==> config.mk <==
export PLATFORM = sky130hd
export DESIGN_NAME = spi_slave_responder
export DESIGN_NICKNAME = d
export VERILOG_FILES = /design/src/rtl/spi_slave_responder.sv
export SDC_FILE = /design/constraint.sdc
export NUM_CORES = 1
export LEC_CHECK = 0
export BUFFER_PORTS_ARGS = -buffer_cell sky130_fd_sc_hd__buf_2
export CORE_AREA = 4 4 65 67
export CTS_BUF_LIST = sky130_fd_sc_hd__clkbuf_4 sky130_fd_sc_hd__clkbuf_8
export CTS_CLUSTER_SIZE = 28
export DETAILED_ROUTE_END_ITERATION = 8
export DIE_AREA = 0 0 69 71
export PLACE_DENSITY = 0.79
export SYNTH_ARGS = -nofsm -noshare
export SYNTH_HDL_FRONTEND = slang
export SYNTH_SLANG_ARGS = --single-unit
==> constraint.sdc <==
create_clock -name clk_clk -period 2.15 [get_ports clk_clk]
set_input_delay 0.1075 -clock clk_clk [delete_from_list [all_inputs] [get_ports clk_clk]]
set_output_delay 0.1075 -clock clk_clk [all_outputs]
set_load 0.02 [all_outputs]
==> src/rtl/spi_slave_responder.sv <==
// spi_slave_responder: SPI mode-0 slave with synchronized inputs, a one-byte TX holding buffer and RX byte strobe.
// The SPI pins pass through a flop synchronizer and then a registered edge pulse.
module spi_slave_responder #(
   parameter int         SYNC_STAGES = 2,
   parameter logic [7:0] IDLE_BYTE   = 8'hFF
) (
   input  logic       clk_clk,
   input  logic       reset_reset_n,
   input  logic       spi_sclk,
   input  logic       spi_mosi,
   input  logic       spi_ss_n,
   output logic       spi_miso,
   output logic       spi_miso_oe,
   input  logic [7:0] tx_data,
   input  logic       tx_valid,
   output logic       tx_ready,
   output logic [7:0] rx_data,
   output logic       rx_valid,
   output logic       tx_underrun,
   output logic       busy
);
   typedef enum logic {IDLE, ACTIVE} state_t;
   state_t state_q, state_d;
   logic [SYNC_STAGES-1:0] sclk_sync_q, sclk_sync_d, mosi_sync_q, mosi_sync_d, ss_sync_q, ss_sync_d;
   logic sclk_prev_q, sclk_prev_d, ss_prev_q, ss_prev_d, mosi_dly_q, mosi_dly_d;
   logic sclk_rise_q, sclk_rise_d, sclk_fall_q, sclk_fall_d, ss_fall_q, ss_fall_d, ss_rise_q, ss_rise_d;
   logic [2:0] cnt_q, cnt_d;
   logic [7:0] rx_sr_q, rx_sr_d, tx_sr_q, tx_sr_d, buf_q, buf_d, rx_data_q, rx_data_d;
   logic buf_full_q, buf_full_d, miso_q, miso_d, oe_q, oe_d;
   logic rx_valid_q, rx_valid_d, underrun_q, underrun_d;
   logic wr, load, upd_miso;

   always_comb begin
      sclk_sync_d = {sclk_sync_q[SYNC_STAGES-2:0], spi_sclk};
      mosi_sync_d = {mosi_sync_q[SYNC_STAGES-2:0], spi_mosi};
      ss_sync_d   = {ss_sync_q[SYNC_STAGES-2:0], spi_ss_n};
      sclk_prev_d = sclk_sync_q[SYNC_STAGES-1];
      ss_prev_d   = ss_sync_q[SYNC_STAGES-1];
      // MOSI is delayed one stage so it lines up with the registered SCLK rise pulse
      mosi_dly_d  = mosi_sync_q[SYNC_STAGES-1];
      sclk_rise_d = sclk_sync_q[SYNC_STAGES-1] & ~sclk_prev_q;
      sclk_fall_d = ~sclk_sync_q[SYNC_STAGES-1] & sclk_prev_q;
      ss_fall_d   = ~ss_sync_q[SYNC_STAGES-1] & ss_prev_q;
      ss_rise_d   = ss_sync_q[SYNC_STAGES-1] & ~ss_prev_q;
   end

   always_comb begin
      state_d    = state_q;
      cnt_d      = cnt_q;
      rx_sr_d    = rx_sr_q;
      tx_sr_d    = tx_sr_q;
      rx_data_d  = rx_data_q;
      miso_d     = miso_q;
      oe_d       = oe_q;
      rx_valid_d = 1'b0;
      underrun_d = 1'b0;
      load       = 1'b0;
      upd_miso   = 1'b0;
      wr         = tx_valid & ~buf_full_q;
      buf_d      = wr ? tx_data : buf_q;
      if (state_q == IDLE) begin
         if (ss_fall_q) begin
            state_d  = ACTIVE;
            cnt_d    = 3'd0;
            oe_d     = 1'b1;
            load     = 1'b1;
            upd_miso = 1'b1;
         end
      end else if (ss_rise_q) begin
         state_d = IDLE;
         cnt_d   = 3'd0;
         oe_d    = 1'b0;
         miso_d  = 1'b0;
      end else begin
         if (sclk_rise_q) begin
            rx_sr_d = {rx_sr_q[6:0], mosi_dly_q};
            cnt_d   = cnt_q + 3'd1;
            if (cnt_q == 3'd7) begin
               rx_data_d  = rx_sr_d;
               rx_valid_d = 1'b1;
            end
         end
         if (sclk_fall_q) begin
            tx_sr_d  = {tx_sr_q[6:0], 1'b0};
            load     = cnt_q == 3'd0;
            upd_miso = 1'b1;
         end
      end
      // An empty buffer at load time sends IDLE_BYTE; a same-cycle write stays buffered
      if (load) begin
         tx_sr_d    = buf_full_q ? buf_q : IDLE_BYTE;
         underrun_d = ~buf_full_q;
      end
      buf_full_d = wr | (buf_full_q & ~load);
      if (upd_miso) miso_d = tx_sr_d[7];
   end

   always_ff @(posedge clk_clk or negedge reset_reset_n) begin
      if (!reset_reset_n) begin
         sclk_sync_q <= '0;
         mosi_sync_q <= '0;
         ss_sync_q   <= '1;
         sclk_prev_q <= 1'b0;
         ss_prev_q   <= 1'b1;
         mosi_dly_q  <= 1'b0;
         sclk_rise_q <= 1'b0;
         sclk_fall_q <= 1'b0;
         ss_fall_q   <= 1'b0;
         ss_rise_q   <= 1'b0;
         state_q     <= IDLE;
         cnt_q       <= 3'd0;
         rx_sr_q     <= 8'h00;
         tx_sr_q     <= 8'h00;
         buf_q       <= 8'h00;
         buf_full_q  <= 1'b0;
         rx_data_q   <= 8'h00;
         miso_q      <= 1'b0;
         oe_q        <= 1'b0;
         rx_valid_q  <= 1'b0;
         underrun_q  <= 1'b0;
      end else begin
         sclk_sync_q <= sclk_sync_d;
         mosi_sync_q <= mosi_sync_d;
         ss_sync_q   <= ss_sync_d;
         sclk_prev_q <= sclk_prev_d;
         ss_prev_q   <= ss_prev_d;
         mosi_dly_q  <= mosi_dly_d;
         sclk_rise_q <= sclk_rise_d;
         sclk_fall_q <= sclk_fall_d;
         ss_fall_q   <= ss_fall_d;
         ss_rise_q   <= ss_rise_d;
         state_q     <= state_d;
         cnt_q       <= cnt_d;
         rx_sr_q     <= rx_sr_d;
         tx_sr_q     <= tx_sr_d;
         buf_q       <= buf_d;
         buf_full_q  <= buf_full_d;
         rx_data_q   <= rx_data_d;
         miso_q      <= miso_d;
         oe_q        <= oe_d;
         rx_valid_q  <= rx_valid_d;
         underrun_q  <= underrun_d;
      end
   end

   assign spi_miso    = miso_q;
   assign spi_miso_oe = oe_q;
   assign tx_ready    = ~buf_full_q;
   assign rx_data     = rx_data_q;
   assign rx_valid    = rx_valid_q;
   assign tx_underrun = underrun_q;
   assign busy        = state_q == ACTIVE;
endmodule

[Word level (Yosys, flattened, before mapping)]
Cells that the tools add are included.
Operators by class
  $add $sub $neg: 1
  multipliers: 0
  div/mod/pow operators: 0
  order comparisons: 0
  equality and inequality tests: 4
  shifts and indexed selects: 0
  multiplexer cells: 28
  bitwise logic cells: 14
  reduce and logical (&&, ||, !) cells: 12
Operator list (number)
  8-bit 2-to-1 mux: 5
  1-bit 2-to-1 mux: 19
  3-bit 2-to-1 mux: 4
  2-bit nonzero test: 5
  1-bit inverter: 7
  1-bit bitwise AND: 6
  2-bit AND reduction: 3
  3-bit AND reduction: 2
  2-bit by 1-bit != test with 1-bit output (second input constant): 2
  4-bit AND reduction: 1
  3-bit by 1-bit adder with 3-bit output (second input constant): 1
  3-bit == test (second input constant): 1
  3-bit logical NOT: 1
  3-bit by 1-bit != test with 1-bit output (second input constant): 1
  1-bit OR: 1
Storage, ports and cells
  flip-flop bits (word level): 53
  latch bits: 0
  RAM bits: 0
  ROM bits: 0
  input bits: 14
  logic and storage cells: 81
  memories kept: 0

[Logic depth before layout (Yosys ltp)]
Gate-level depths: netlist of the first run.
  depth after elaboration: 7
  mapped depth: 5
  mapped depth without buffers: 5

[Worst setup path after synthesis of the first run]
No wires, ideal clock.
  kind: reg2reg
  from: reg state_q, in the netlist busy
  to: reg tx_sr_q[1]
  library setup time: 126 ps
  data arrival time: 1321 ps
  required time: 2024 ps
  slack: 703 ps
  cell stages (with the launch flop): 6
  path buffers: 2
  cell sequence: dfrtp_1 > buf_6 > and3b_1 > buf_6 > and3_1 > a221o_1
On the way
  cells in the longest elaborated chain, start to end: 3
Ends and longest elaborated chain
  start, declared: line 23  | state_t state_q, state_d;
  start signal, assigned: line 132  | state_q <= state_d;
  1-bit 2-to-1 mux: line 61  | if (state_q == IDLE) begin
  2-bit by 1-bit != test with 1-bit output (no line) / 2-bit nonzero test (equally long branches)
  3-bit AND reduction (no line)
  end signal, assigned: line 135  | tx_sr_q <= tx_sr_d;
  end, declared: line 28  | logic [7:0] rx_sr_q, rx_sr_d, tx_sr_q, tx_sr_d, buf_q, buf_d, rx_data_q, rx_data_d;
Several ways; a longest one is shown, not always the timed one.
A chain may end at the register's enable or synchronous reset.

[Worst setup path after layout of the first run]
  from: reg state_q, in the netlist busy
  to: reg tx_sr_q[6]
Same word-level chain as after synthesis.

==> results of run 1 <==
-- path summary, 6_finish.rpt --
check | endpoint | startpoint | slack [ns] | cells past startpoint
max in group asynchronous | rx_data[3] | reset_reset_n | 1.18 | 3
min in group asynchronous | ss_fall_q | reset_reset_n | 0.35 | 2
worst min-delay path | buf_q[6] | tx_data[6] | 0.02 | 2
worst max register to register | tx_sr_q[6] | busy | 0.39 | 3
worst max-delay path | tx_sr_q[6] | busy | 0.39 | 3
worst min register to register | mosi_dly_q | mosi_sync_q[1] | 0.36 | 0
-- cells in the final DEF, fill, tap and decap left out, types with 4 or more instances in the layout --
cell type / n
a221o_1: 4
and3_1: 4
buf_2: 27
clkbuf_8: 5
dfrtp_1: 50
dlygate4sd3_1: 4
inv_1: 7
mux2_2: 24
nand2b_1: 7
nor2b_1: 8
o22ai_1: 6
-- worst max-delay path: cells and delay by family, from the launching register on --
kind | cells | cell delay (ns)
AOI/OAI and AO/OA | 1 | 0.39
and+or+nand+nor | 2 | 0.74
DFF | 1 | 0.50
-- logic make-up (layout without fill, tap and decap cells) --
| kind of cell | count (synthesis) | count (layout) | share of synthesized area (%) |
|---|---|---|---|
| flip-flops | 53 | 53 | 63.4 |
| AND/OR/NAND/NOR | 34 | 34 | 9.90 |
| multiplexers | 26 | 26 | 13.8 |
| AO/OA/AOI/OAI | 22 | 22 | 7.88 |
| buffers and inverters | 12 | 48 | 3.16 |
| adder cells (fa/ha/maj) | 3 | 3 | 1.79 |
-- registers in the layout, summed over array words and instances (netlist names), 2 cells and up --
| signal | cells |
|---|---|
| rx_sr_q | 7 |
| buf_q | 8 |
| tx_sr_q | 8 |
| rx_data | 8 |
| sclk_sync_q | 2 |
| mosi_sync_q | 2 |
| ss_sync_q | 2 |
| cnt_q | 3 |
-- per-stage QoR --
step	hold slack (ns)	instance area [um^2]	utilization (%)	std cells
finish	0.0241	2400	66.0	234
floorplan	-0.188	2100	-	150
detailed placement	0.181	2270	62.4	222
CTS	0.0207	2400	66.0	234
global placement	0.158	2270	62.4	222
global route	0.0101	2400	66.0	234
-- area by class of cell --
type	count	area share, %
Sequential cell	53	55.4
Inverter	7	1.09
Clock buffer	7	3.49
Tap cell	48	2.50
Timing Repair Buffer	33	7.92
Clock inverter	1	0.365
Multi-Input combinational cell	85	29.2
-- power breakdown --
| group | switching [mW] | internal, mW | total, mW | leakage (nW) |
|---|---|---|---|---|
| sequential | 0.181 | 1.25 | 1.43 | 0.654 |
| combinational | 0.266 | 0.295 | 0.561 | 0.496 |
| clock | 0.313 | 0.258 | 0.571 | 0.0493 |
-- per-layer routing --
metal	vias up	global-route usage [%]	share of wire, %
met5	-	0	0
met4	0	5.64	1.5
met3	7	5.11	5.2
met2	43	27.9	51
met1	628	21.4	43
li1	600	-	-
==> reports/qor.yml, run 1 <==
status:
  status: "complete, no violations"
pwr:
  peakVddDrop_mv: 0.708
  finalPower_mw: 2.56
  power_density_nw_per_um2: 1070
  p_leak_nw: 1.20
placement:
  portBuffers: 27
  globalplace.congestion: 0.842
  dp_slack_ns: 0.429
  hpwl_um: 2640
worst_setup_path:
  crit_fanout: 12
  worstSetupStartpointType: "flip-flop"
  cp_cell_sequence: "nor2b_1 -> nor2_1 -> a221o_1"
  arrival_ns: 1.95
  critPathKind: "flip-flop to flip-flop"
  crit_slowest_cell: "nor2b_1"
  critical-path-max-stage-delay_ns: 0.54
  required_ns: 2.34
  cp-end-kind: "flip-flop"
drt:
  post_drt_via_cell_ratio: 5.46
  post_drt_wl_per_cell_um: 15.7
  drt_iter0_drc: 52
  routed_wl_um: 3670
  drt_first_pass_iters: 5
  postRouteAntennaNets: 0
  drc: 0
  via_count: 1278
floorplanning:
  die_w_um: 69
  fp.coreArea_um2: 3630
  die_y_um: 71
  ios: 28
  placementRows: 22
  die_area_um2: 4900
  initial_utilization_pct: 57.7
clock_network:
  cts_root_buffer: "clkbuf_8"
  clkLatencyLatePin_ns: 0.31
  cts_resized: 0
  cts_setup_buffers: 0
  clock_path_buffers: 2
  ctsHoldBuffers: 4
  cts-htree-levels: 2
  cts_made_buffers: 5
  clock-sinks: 53
  cts_tree: "yes"
  clkTransAtPathRegs_ns: 0.10
yosys:
  yosys.area.top_type_share_pct: 59.7
  syn_avg_cell_area_um2: 14.0
  synth_nets: 167
  synth-edff-count: 0
  syn-cell-area_um2: 2100
  async_flop_share_pct: 100
  netlist_top_cells_area: "dfrtp_1 (60%), mux2_2 (13%), dfstp_2 (3.8%), nor2b_1 (2.4%), nand2b_1 (2.1%)"
  yosysMostFrequentCell: "dfrtp_1"
  syn-instance-count: 150
  ys.flop_type: "dfrtp_1"
  ys_warn_count: 0
  ys_seq_area_share_pct: 63.4
  synth_commonest_cells: "dfrtp_1 (50), mux2_2 (24), nor2b_1 (8), inv_1 (7), nand2b_1 (7)"
  synth_largest_area_cell: "dfrtp_1"
  synth_cell_types: 33
  synth_seq_cells: 53
final_layout:
  drive_gt1_share_pct: 35.5
  syn_to_final_growth_pct: 14.4
  antenna-diode-count: 0
  regArea_um2: 1330
  fill_cells: 274
  multiInputGateArea_um2: 701
  nets: 202
timing:
  max_freq_ghz: 0.567
  setup_viol: 0
  tightest_slew_ns: 0.699
  tns_ns: 0
  fin_skew_ns: 0.0122
  hold_violations: 0
  post-route-period-util_pct: 82.0
  fin_ws_ns: 0.387
  relSlewSlack_pct: 53.3
  maxSlewViolCount: 0
  rsz0062_at_grt: "no"
  timing.final.crit_period_ns: 1.76
grt:
  grtUsageTotal_pct: 16.9
  grt_overflow_total: 0
  grt_pass1_wl_um: 6560
  grt_pass1_vias: 1366
  grt_antenna_before_repair: 0
  grt_max_degree: 32
flow_run:
  cap_violations: 0
min_path:
  hold_path.class: "primary input to flip-flop"
No activity file was read; power rests on OpenSTA's default activity.
==> inputs of run 2 (changes only) <==
Clock period 2.15 ns to 1.65 ns, I/O delays scaled along.
==> reports/qor.yml, run 2 (synthesis gave the netlist of run 1 again) <==
clock_network:
  clock_path_buffers: 2
  cts_root_buffer: "clkbuf_8"
  cts-htree-levels: 2
  clkTransAtPathRegs_ns: 0.09
  clkLatencyLatePin_ns: 0.30
  clock-sinks: 53
  cts_tree: "yes"
  cts_setup_buffers: 0
  cts_made_buffers: 5
pwr:
  p_leak_nw: 1.23
  power_density_nw_per_um2: 1360
  peakVddDrop_mv: 0.940
timing:
  maxSlewViolCount: 0
  hold_violations: 0
  tns_ns: 0
  tightest_slew_ns: 0.472
  timing.final.crit_period_ns: 1.55
  relSlewSlack_pct: 68.5
  rsz0062_at_grt: "no"
  post-route-period-util_pct: 94.1
  max_freq_ghz: 0.644
  setup_viol: 0
  fin_skew_ns: 0.00309
  fin_ws_ns: 0.0980
grt:
  grt_antenna_before_repair: 0
  grt_max_degree: 22
  grt_pass1_wl_um: 6510
  grtUsageTotal_pct: 16.5
  grt_overflow_total: 0
  grt_pass1_vias: 1409
drt:
  via_count: 1316
  drt_iter0_drc: 65
  post_drt_wl_per_cell_um: 14.9
  post_drt_via_cell_ratio: 5.44
  drc: 0
  postRouteAntennaNets: 0
  drt_first_pass_iters: 4
  routed_wl_um: 3610
placement:
  portBuffers: 27
  placedCellCount: 226
  post_dp_cell_area_um2: 2300
  dp_slack_ns: 0.0813
  hpwl_um: 2560
  globalplace.congestion: 0.785
floorplanning:
  die_y_um: 71
  die_area_um2: 4900
  fp.coreArea_um2: 3630
  placementRows: 22
  ios: 28
  die_w_um: 69
  initial_utilization_pct: 57.7
final_layout:
  drive_gt1_share_pct: 36.6
  antenna-diode-count: 0
  syn_to_final_growth_pct: 17.8
  final_area_um2: 2470
  finalNonFillerCells: 242
  final_common_cell: "dfrtp_1"
  final_cell_mix: "dfrtp_1 (50), buf_2 (27), mux2_2 (24), nor2b_1 (8), dlygate4sd3_1 (8)"
  nets: 210
worst_setup_path:
  critPathKind: "flip-flop to flip-flop"
  cp-end-kind: "flip-flop"
  required_ns: 1.84
  crit_fanout: 10
  arrival_ns: 1.75
  worstSetupStartpointType: "flip-flop"
flow_run:
  cap_violations: 0
status:
  status: "complete, no violations"
min_path:
  hold_path.class: "primary input to flip-flop"
[run 2: cell types whose count changed in the layout (fill, tap and decap cells not counted), sizes merged]
| cell | previous run | this run |
|---|---|---|
| buf | 29 | 33 |
| dlygate4sd3 | 4 | 8 |
| clkinvlp | 0 | 1 |
| clkinv | 1 | 0 |
[run 2: layout make-up]
cell class                 instances  area [um^2]
inverter                           7         26.3
multi-input combinational         85          703
clock buffer                       7         83.8
clock inverter                     1         7.51
tap                               48         60.1
sequential                        53         1330
fill                             288         1160
timing repair buffer              41          260
[run 2: path summary, 6_finish.rpt]
path                                 from             end  slack, ns  cells after the start
setup / recovery                     busy      rx_data[1]        0.1                      3
hold / removal                 tx_data[1]        buf_q[1]       0.01                      2
setup reg to reg                     busy      rx_data[1]        0.1                      3
hold reg to reg            mosi_sync_q[0]  mosi_sync_q[1]       0.36                      0
max in group asynchronous   reset_reset_n      rx_data[2]       0.79                      3
min in group asynchronous   reset_reset_n      tx_sr_q[3]       0.24                      2
[run 2: through the flow]
step	power [mW]	util, %	hold WS [ns]
finish	3.36	68.0	0.0128
global route	3.56	68.0	0.000752
CTS	3.37	67.4	0.000207
detailed placement	2.63	63.2	0.0537
global placement	2.57	63.2	0.0366
floorplan	2.37	-	-0.213
[run 2: routing by layer]
layer / global-route usage [%] / part of all wire (%)
met4: 5.64 / 1.6
met5: 0 / 0
met3: 4.69 / 4.1
met1: 21.0 / 45
met2: 27.2 / 49
[run 2: critical path, stage by stage (launching register included)]
cell and delay (ns):
dfrtp_1 0.47, and3b_1 0.50, nand2_4 0.17, mux2_2 0.30
[run 2: timing repair]
item	4_1_cts	5_1_grt
endpoints found under the hold margin	23	2
hold buffers	6	2
setup endpoints to repair	0	4
gates resized for setup	0	1
[run 2: power by group]
part	internal (mW)	leakage, nW	switching (mW)
logic	0.416	0.532	0.354
clock network	0.334	0.0453	0.403
registers	1.62	0.654	0.227
total	2.37	1.23	0.984
==> inputs of run 3 (changes only) <==
Settings changed: ABC_AREA set to 1, CORE_AREA 4 4 65 67 to 4 4 66 68, DIE_AREA 0 0 69 71 to 0 0 70 72.
==> reports/qor.yml, run 3 <==
final_layout:
  final_cell_mix: "dfrtp_1 (50), nand2_1 (40), buf_2 (27), inv_1 (24), o21ai_0 (11)"
  final_common_cell: "dfrtp_1"
  nets: 251
  drive_gt1_share_pct: 26.4
  syn_to_final_growth_pct: 16.2
  antenna-diode-count: 0
timing:
  setup_viol: 0
  tns_ns: 0
  maxSlewViolCount: 0
  timing.final.crit_period_ns: 1.39
  max_freq_ghz: 0.721
  fin_skew_ns: 0.00688
  post-route-period-util_pct: 84.1
  rsz0062_at_grt: "no"
  tightest_slew_ns: 0.430
  whs_ns: 0.00973
  hold_violations: 0
  relSlewSlack_pct: 71.4
yosys:
  synth_commonest_cells: "dfrtp_1 (50), nand2_1 (40), inv_1 (24), o21ai_0 (11), nor2_1 (10)"
  syn-instance-count: 198
  netlist_top_cells_area: "dfrtp_1 (58%), nand2_1 (7.0%), inv_1 (4.2%), dfstp_2 (3.7%), o21ai_0 (2.6%)"
  async_flop_share_pct: 100
  synth_cell_types: 27
  syn_avg_cell_area_um2: 10.9
  ys_seq_area_share_pct: 61.7
  synth_nets: 215
  synth_largest_area_cell: "dfrtp_1"
  ys_warn_count: 0
  ys.flop_type: "dfrtp_1"
  yosys.area.top_type_share_pct: 58.1
  syn-cell-area_um2: 2150
  yosysMostFrequentCell: "dfrtp_1"
  synth-edff-count: 0
  synth_seq_cells: 53
drt:
  postRouteAntennaNets: 0
  post_drt_wl_per_cell_um: 12.4
  drt_iter0_drc: 42
  routed_wl_um: 3550
  drt_first_pass_iters: 4
  via_count: 1388
  drc: 0
  post_drt_via_cell_ratio: 4.87
floorplanning:
  die_area_um2: 5040
  initial_utilization_pct: 55.9
  die_w_um: 70
  ios: 28
  placementRows: 23
  fp.coreArea_um2: 3860
  die_y_um: 72
worst_setup_path:
  r2r_slack_ns: 0.26
  worstSetupStartpointType: "flip-flop"
  critPathTopFamily: "flip-flops"
  critPathKind: "flip-flop to flip-flop"
  crit_slowest_cell: "dfrtp_1"
  crit_fanout: 9
  cp-end-kind: "flip-flop"
  reg2reg_depth: 7
  r2r-end: "tx_sr_q[6]"
  critPathBufInv: 2
  cp-startpoint: "busy"
  timing.critical_path.mode_cell: "inv_2"
  arrival_ns: 1.59
  critical-path-max-stage-delay_ns: 0.61
  r2r-start: "busy"
  required_ns: 1.85
  cp_cell_sequence: "inv_2 -> nand2_4 -> o21ai_4 -> nand2_2 -> inv_2 -> nand2_1 -> nand3_1"
grt:
  grt_overflow_total: 0
  grt_antenna_before_repair: 0
  grtUsageTotal_pct: 16.1
  grt_pass1_vias: 1368
  grt_pass1_wl_um: 6310
  grt_max_degree: 54
min_path:
  hold_depth: 2
  min_from: "tx_data[0]"
  hold_path.class: "primary input to flip-flop"
  min_to: "buf_q[0]"
placement:
  portBuffers: 27
  hpwl_um: 2490
  globalplace.congestion: 0.797
pwr:
  p_leak_nw: 1.27
  power_density_nw_per_um2: 1410
  peakVddDrop_mv: 0.937
clock_network:
  cts-htree-levels: 2
  clkTransAtPathRegs_ns: 0.09
  clkLatencyLatePin_ns: 0.31
  clock-sinks: 53
  clock_path_buffers: 2
  cts_setup_buffers: 0
  cts_tree: "yes"
  cts_root_buffer: "clkbuf_8"
  cts_made_buffers: 5
flow_run:
  cap_violations: 0
status:
  status: "complete, no violations"
-- run 3: changes by cell type in the layout (fill, tap and decap cells not counted), sizes merged, moves of 5 or more --
cell and delta:
mux2 -19, nand2b -7, o21ai +21, nor2b -8, nor2 +7, o22ai -6
inv +22, nand2 +41, buf -5, nand3 +8
-- run 3: metal layers --
| metal | routed length [um] | track usage, % | share of wire [%] | vias up |
|---|---|---|---|---|
| li1 | - | - | - | 698 |
| met1 | 1710 | 22.1 | 48 | 650 |
| met2 | 1590 | 23.9 | 45 | 32 |
| met3 | 176 | 4.57 | 5.0 | 8 |
| met4 | 67 | 7.87 | 1.9 | 0 |
| met5 | 0 | 0 | 0 | - |
-- run 3: through the flow --
stage / cell area [um^2] / std cells / utilization, % / setup slack (ns) / power [mW]
after floorplan: 2150 / 198 / - / 0.428 / 2.40
after global placement: 2330 / 272 / 60.5 / 0.331 / 2.58
after detailed placement: 2330 / 272 / 60.5 / 0.272 / 2.62
after CTS: 2500 / 285 / 64.9 / 0.273 / 3.55
after global routing: 2500 / 285 / 64.9 / 0.185 / 3.74
final: 2500 / 285 / 64.9 / 0.262 / 3.52
-- run 3: worst max-delay path by stage --
stage	to	slack, ns	cells past startpoint
floorplan	tx_sr_q[7]	0.43	7
global placement	tx_sr_q[6]	0.33	7
detailed placement	tx_sr_q[6]	0.27	7
CTS	tx_sr_q[6]	0.27	7
global route	rx_data[7]	0.19	6
finish	tx_sr_q[6]	0.26	7
-- run 3: power by group --
| group | switching (mW) | internal [mW] | total (mW) |
|---|---|---|---|
| Sequential | 0.203 | 1.61 | 1.81 |
| Combinational | 0.459 | 0.331 | 0.790 |
| Clock | 0.405 | 0.511 | 0.916 |
-- run 3: cell families (layout without fill, tap and decap cells) --
kind of cell | after synthesis | after routing | share of synthesized area, %
buf+inv | 33 | 70 | 6.97
fa+ha+maj | 3 | 3 | 1.74
flops | 53 | 53 | 61.7
mux | 5 | 5 | 3.14
compound gates | 31 | 31 | 8.77
simple gates | 73 | 73 | 17.7
-- run 3: final cells by class --
class	count	area, um^2
clock inverter	1	30.0
inverter	29	111
sequential	53	1330
timing repair buffer	33	205
multi-input combinational	112	674
clock buffer	7	90.1
tap	50	62.6
fill	324	1350
-- run 3: what timing repair did --
action                                  in CTS  in global routing
endpoints found under the hold margin       54                  0
endpoints found under the setup margin       0                  0
hold buffers                                 5                  0
gates resized for setup                      0                  0
